<file path="config.mk">
export PLATFORM = sky130hd
export DESIGN_NAME = mips_control_fsm
export DESIGN_NICKNAME = d
export VERILOG_FILES = /design/src/rtl/mips_control_fsm.sv
export SDC_FILE = /design/constraint.sdc
export NUM_CORES = 1
export LEC_CHECK = 0
export BUFFER_PORTS_ARGS = -buffer_cell sky130_fd_sc_hd__buf_2
export CORE_UTILIZATION = 40
export CTS_CLUSTER_DIAMETER = 30
export DETAILED_ROUTE_END_ITERATION = 7
export GPL_TIMING_DRIVEN = 0
export PLACE_DENSITY = 0.66
export SYNTH_ARGS = -nofsm -noshare
export SYNTH_HDL_FRONTEND = slang
export SYNTH_SLANG_ARGS = --single-unit
</file>
<file path="constraint.sdc">
create_clock -name clk -period 1.4 [get_ports clk]
set_input_delay 0.21 -clock clk [delete_from_list [all_inputs] [get_ports clk]]
set_output_delay 0.21 -clock clk [all_outputs]
set_load 0.1 [all_outputs]
</file>
<file path="src/rtl/mips_control_fsm.sv">
// Multi-cycle MIPS control unit: sequences each instruction through
// fetch/decode/execute/memory/writeback and drives the datapath control bus.
module mips_control_fsm (
  input  logic        clk,
  input  logic        rst_n,
  input  logic [5:0]  opcode,
  input  logic [5:0]  funct,
  input  logic        zero,
  output logic        iord,
  output logic        ir_write,
  output logic        mem_write_en,
  output logic        mem_to_reg,
  output logic        reg_dst,
  output logic        reg_write_en,
  output logic        alu_src,
  output logic [1:0]  alu_src_b,
  output logic [2:0]  alu_ctrl,
  output logic [1:0]  pc_src,
  output logic        pc_en,
  output logic        illegal_op,
  output logic [31:0] instr_count,
  output logic [3:0]  state
);

  typedef enum logic [3:0] {
    S_FETCH    = 4'd0,
    S_DECODE   = 4'd1,
    S_MEMADR   = 4'd2,
    S_MEMRD    = 4'd3,
    S_MEMWB    = 4'd4,
    S_MEMWR    = 4'd5,
    S_EXECUTE  = 4'd6,
    S_ALUWB    = 4'd7,
    S_BRANCH   = 4'd8,
    S_ADDIEXEC = 4'd9,
    S_ADDIWB   = 4'd10,
    S_JUMP     = 4'd11
  } state_t;

  localparam logic [5:0] OP_RTYPE = 6'h00;
  localparam logic [5:0] OP_LW    = 6'h23;
  localparam logic [5:0] OP_SW    = 6'h2B;
  localparam logic [5:0] OP_BEQ   = 6'h04;
  localparam logic [5:0] OP_ADDI  = 6'h08;
  localparam logic [5:0] OP_J     = 6'h02;

  localparam logic [2:0] ALU_ADD = 3'b010;
  localparam logic [2:0] ALU_SUB = 3'b110;
  localparam logic [2:0] ALU_AND = 3'b000;
  localparam logic [2:0] ALU_OR  = 3'b001;
  localparam logic [2:0] ALU_SLT = 3'b111;

  state_t      state_q, state_d;
  logic [31:0] instr_count_q, instr_count_d;
  logic        pc_write, branch, retire;
  logic        funct_legal;
  logic [2:0]  funct_alu;

  // NOTE: every variable driven here gets a default first, so no path
  // through the case statements can infer a latch.
  always_comb begin
    funct_legal = 1'b1;
    funct_alu   = ALU_ADD;
    case (funct)
      6'h20:   funct_alu = ALU_ADD;
      6'h22:   funct_alu = ALU_SUB;
      6'h24:   funct_alu = ALU_AND;
      6'h25:   funct_alu = ALU_OR;
      6'h2A:   funct_alu = ALU_SLT;
      default: funct_legal = 1'b0;
    endcase
  end

  always_comb begin
    state_d      = S_FETCH;
    iord         = 1'b0;
    ir_write     = 1'b0;
    mem_write_en = 1'b0;
    mem_to_reg   = 1'b0;
    reg_dst      = 1'b0;
    reg_write_en = 1'b0;
    alu_src      = 1'b0;
    alu_src_b    = 2'b00;
    alu_ctrl     = ALU_ADD;
    pc_src       = 2'b00;
    pc_write     = 1'b0;
    branch       = 1'b0;
    illegal_op   = 1'b0;
    retire       = 1'b0;
    case (state_q)
      S_FETCH: begin
        ir_write  = 1'b1;
        alu_src_b = 2'b01;
        pc_write  = 1'b1;
        state_d   = S_DECODE;
      end
      S_DECODE: begin
        alu_src_b = 2'b11;
        case (opcode)
          OP_LW, OP_SW: state_d = S_MEMADR;
          OP_BEQ:       state_d = S_BRANCH;
          OP_ADDI:      state_d = S_ADDIEXEC;
          OP_J:         state_d = S_JUMP;
          OP_RTYPE: begin
            if (funct_legal) state_d = S_EXECUTE;
            else             illegal_op = 1'b1;
          end
          default:      illegal_op = 1'b1;
        endcase
      end
      S_MEMADR: begin
        alu_src   = 1'b1;
        alu_src_b = 2'b10;
        state_d   = (opcode == OP_LW) ? S_MEMRD : S_MEMWR;
      end
      S_MEMRD: begin
        iord    = 1'b1;
        state_d = S_MEMWB;
      end
      S_MEMWB: begin
        mem_to_reg   = 1'b1;
        reg_write_en = 1'b1;
        retire       = 1'b1;
      end
      S_MEMWR: begin
        iord         = 1'b1;
        mem_write_en = 1'b1;
        retire       = 1'b1;
      end
      S_EXECUTE: begin
        alu_src  = 1'b1;
        alu_ctrl = funct_alu;
        state_d  = S_ALUWB;
      end
      S_ALUWB: begin
        reg_dst      = 1'b1;
        reg_write_en = 1'b1;
        retire       = 1'b1;
      end
      S_BRANCH: begin
        alu_src  = 1'b1;
        alu_ctrl = ALU_SUB;
        pc_src   = 2'b01;
        branch   = 1'b1;
        retire   = 1'b1;
      end
      S_ADDIEXEC: begin
        alu_src   = 1'b1;
        alu_src_b = 2'b10;
        state_d   = S_ADDIWB;
      end
      S_ADDIWB: begin
        reg_write_en = 1'b1;
        retire       = 1'b1;
      end
      S_JUMP: begin
        pc_src   = 2'b10;
        pc_write = 1'b1;
        retire   = 1'b1;
      end
      default: state_d = S_FETCH;
    endcase
  end

  // Every retiring state returns to FETCH, so counting on exit equals counting here.
  assign instr_count_d = retire ? instr_count_q + 32'd1 : instr_count_q;

  // NOTE: state registers use non-blocking assignments so all flops
  // update together on the edge regardless of statement order.
  always_ff @(posedge clk or negedge rst_n) begin
    if (!rst_n) begin
      state_q       <= S_FETCH;
      instr_count_q <= 32'd0;
    end else begin
      state_q       <= state_d;
      instr_count_q <= instr_count_d;
    end
  end

  assign pc_en       = pc_write | (branch & zero);
  assign instr_count = instr_count_q;
  assign state       = state_q;

endmodule

</file>
==> impl_metrics.ini <==
[sta]
final.period_utilization = 1.50
rsz0062_at_grt = yes
relSlewSlack = 0.464
setup_violations = 52
hold_viol_final = 0
maxSlewViolCount = 0
timing.fmax_mhz = 477
fin_crit_ns = 2.10
worst_clock_skew_ns = 0.00456
fin_ws_ns = -0.698
worst_pin_slew_ns = 0.803

[finish]
num_antenna_cells = 0
nFillCells = 299
final_common_cell = buf_2
syn2layout_area_growth_pct = 85.1
seq_area_um2 = 978
multi_input_area_um2 = 1540
layout_common_cells = 38 x buf_2, 23 x buf_6, 23 x xnor2_1, 20 x buf_4, 16 x dfrtp_4
layout-drive-gt1-share = 0.678
instances_no_fill = 381
fin_nets = 329
utilization = 0.784

[place]
pre_cts_ws_ns = -0.560
place_hpwl_mm = 3.49
dp.cells = 338
routabilityCongestion = 0.784
portBuffers = 65

[hold_path]
worstHoldPathType = in2async

[worst_setup_path]
required_ns = 1.19
cp_max_fo = 10
critical_path_arrival_ns = 1.89
path_class = reg2out
endpoint_kind = primary output
start_kind = flip-flop

[route]
drt-pass1-iter-count = 4
drtIter0Drc = 80
detail-route-antenna-nets = 0
wire_per_inst_um = 16.8
vias = 2009
routed_wl_mm = 6.38
drcViolationCount = 0
vias_per_cell = 5.27

[power_and_ir_drop]
p_leak_nw = 1.67
cellPowerDensity_nw_per_um2 = 1310
finalPower_w = 0.00496
peakVddDrop_uv = 1050

[cts]
insertion_delay_ns = 0.29
clkTransAtPathRegs_ns = 0.07
clock-sinks = 36
numCtsBuffers = 5
htreeDepth = 2
cts_root_buf = clkbuf_8
hold_buffers = 0
cts_tree = done
cts.path.max_buffers = 2

[floorplanning]
die-width_um = 73.4
die_y_um = 73.4
initial_core_util = 0.424
boundaryPins = 67
die_area_um2 = 5390
coreArea_um2 = 4820
row_count = 25

[synthesis]
synth_fp_nets = 222
yosys_warnings = 0
ys_seq_area_frac = 0.441
ys_async_sr_fraction = 1.00
synth_area_leaders = dfrtp_1 44%, xnor2_1 12%, nand3_1 4.2%
synthesis.area_um2 = 2040
synth.distinct_cells = 49
synth_edf_count = 0
syn_area_per_cell_um2 = 9.91
ys.flop_type = dfrtp_1
synth_top_area_share = 0.441
syn_inst = 206
synth.largest_area_cell = dfrtp_1
ys_ff_latch = 36

[global_routing]
grt_pass1_vias = 1818
overflow = 0
antenna_found_initial = 0
track_usage = 0.216
grt_first_pass_wirelength_mm = 8.80
grt_max_degree = 37

[flow_run]
maxCapViolCount = 0

[outcome]
status = finished with violations
violations = negative setup slack
## routing by layer
metal	wire, µm	track usage
met5	0	0
met2	3380	0.349
met3	192	0.0425
met4	176	0.0833
met1	2640	0.287
## worst paths after layout
path / start / endpoint / slack (ns) / depth (start not counted)
worst max register to register: state[3] / instr_count[7] / -0.57 / 8
min in group clk: opcode[4] / state[1] / 0.28 / 4
worst max-delay path: state[2] / alu_ctrl[1] / -0.70 / 5
worst min-delay path: rst_n / instr_count[27] / 0.01 / 1
worst min register to register: instr_count[31] / instr_count[31] / 0.46 / 1
max in group asynchronous: rst_n / state[0] / 0.79 / 1
## worst max-delay path, stage by stage (launching register included)
cell and delay, ns:
dfrtp_4 0.44, buf_8 0.16, nor2b_4 0.19, nand3_2 0.11, or4b_4 0.52, buf_12 0.18
## kinds of logic (layout without fill, tap and decap cells)
logic type	after synthesis	count (layout)	share of synthesized area
XOR/XNOR	33	33	0.142
AO/OA/AOI/OAI	25	25	0.0950
multiplexers	1	1	0.00491
flip-flops	36	36	0.441
buffers and inverters	11	119	0.0307
AND/OR/NAND/NOR	98	98	0.275
adder cells (fa/ha/maj)	2	2	0.0116
## area by class of cell
class | count | share of cell area
Multi-Input combinational cell | 159 | 0.406
Timing Repair Buffer | 100 | 0.245
Inverter | 3 | 0.00397
Clock buffer | 8 | 0.0265
Tap cell | 67 | 0.0222
Buffer | 8 | 0.0368
Sequential cell | 36 | 0.259
## cells in the mapped netlist (2+ instances only)
master	number
inv_1	3
nand3_1	17
nor3b_1	2
clkbuf_1	3
a21o_1	2
and2_1	2
buf_6	2
nor3_1	10
a21oi_1	6
xor2_1	4
and3_1	11
buf_2	2
nor2_1	10
nand4_1	9
dfrtp_1	36
nor2b_1	3
and4_1	2
xnor2_1	29
o21ai_0	5
nand2b_1	3
nand2_1	17
## metrics by stage
step,area [µm²],hold slack [ns],TNS (ns)
2_1_floorplan,2450,-0.0856,-21.24
3_3_place_gp,2860,0.348,-11.19
3_5_place_dp,2860,0.348,-11.51
4_1_cts,3440,0.0445,-15.29
5_1_grt,3780,0.0725,-25.85
6_report,3780,0.0121,-22.97
## power breakdown
part           internal (W)  switching (W)
clock              0.000449       0.000365
combinational      0.000980        0.00190
sequential          0.00115       0.000116
## flip-flops by register name, indices dropped and copies added, names as in the netlist
name,count
state,4
instr_count,32
## repair_timing
action	in CTS	in global routing
resized for setup	83	54
buffers inserted	22	15
setup endpoints to repair	50	55
pin swaps	11	29
hold endpoints to repair	0	0
Note: power is estimated with default switching activity, not from simulation.
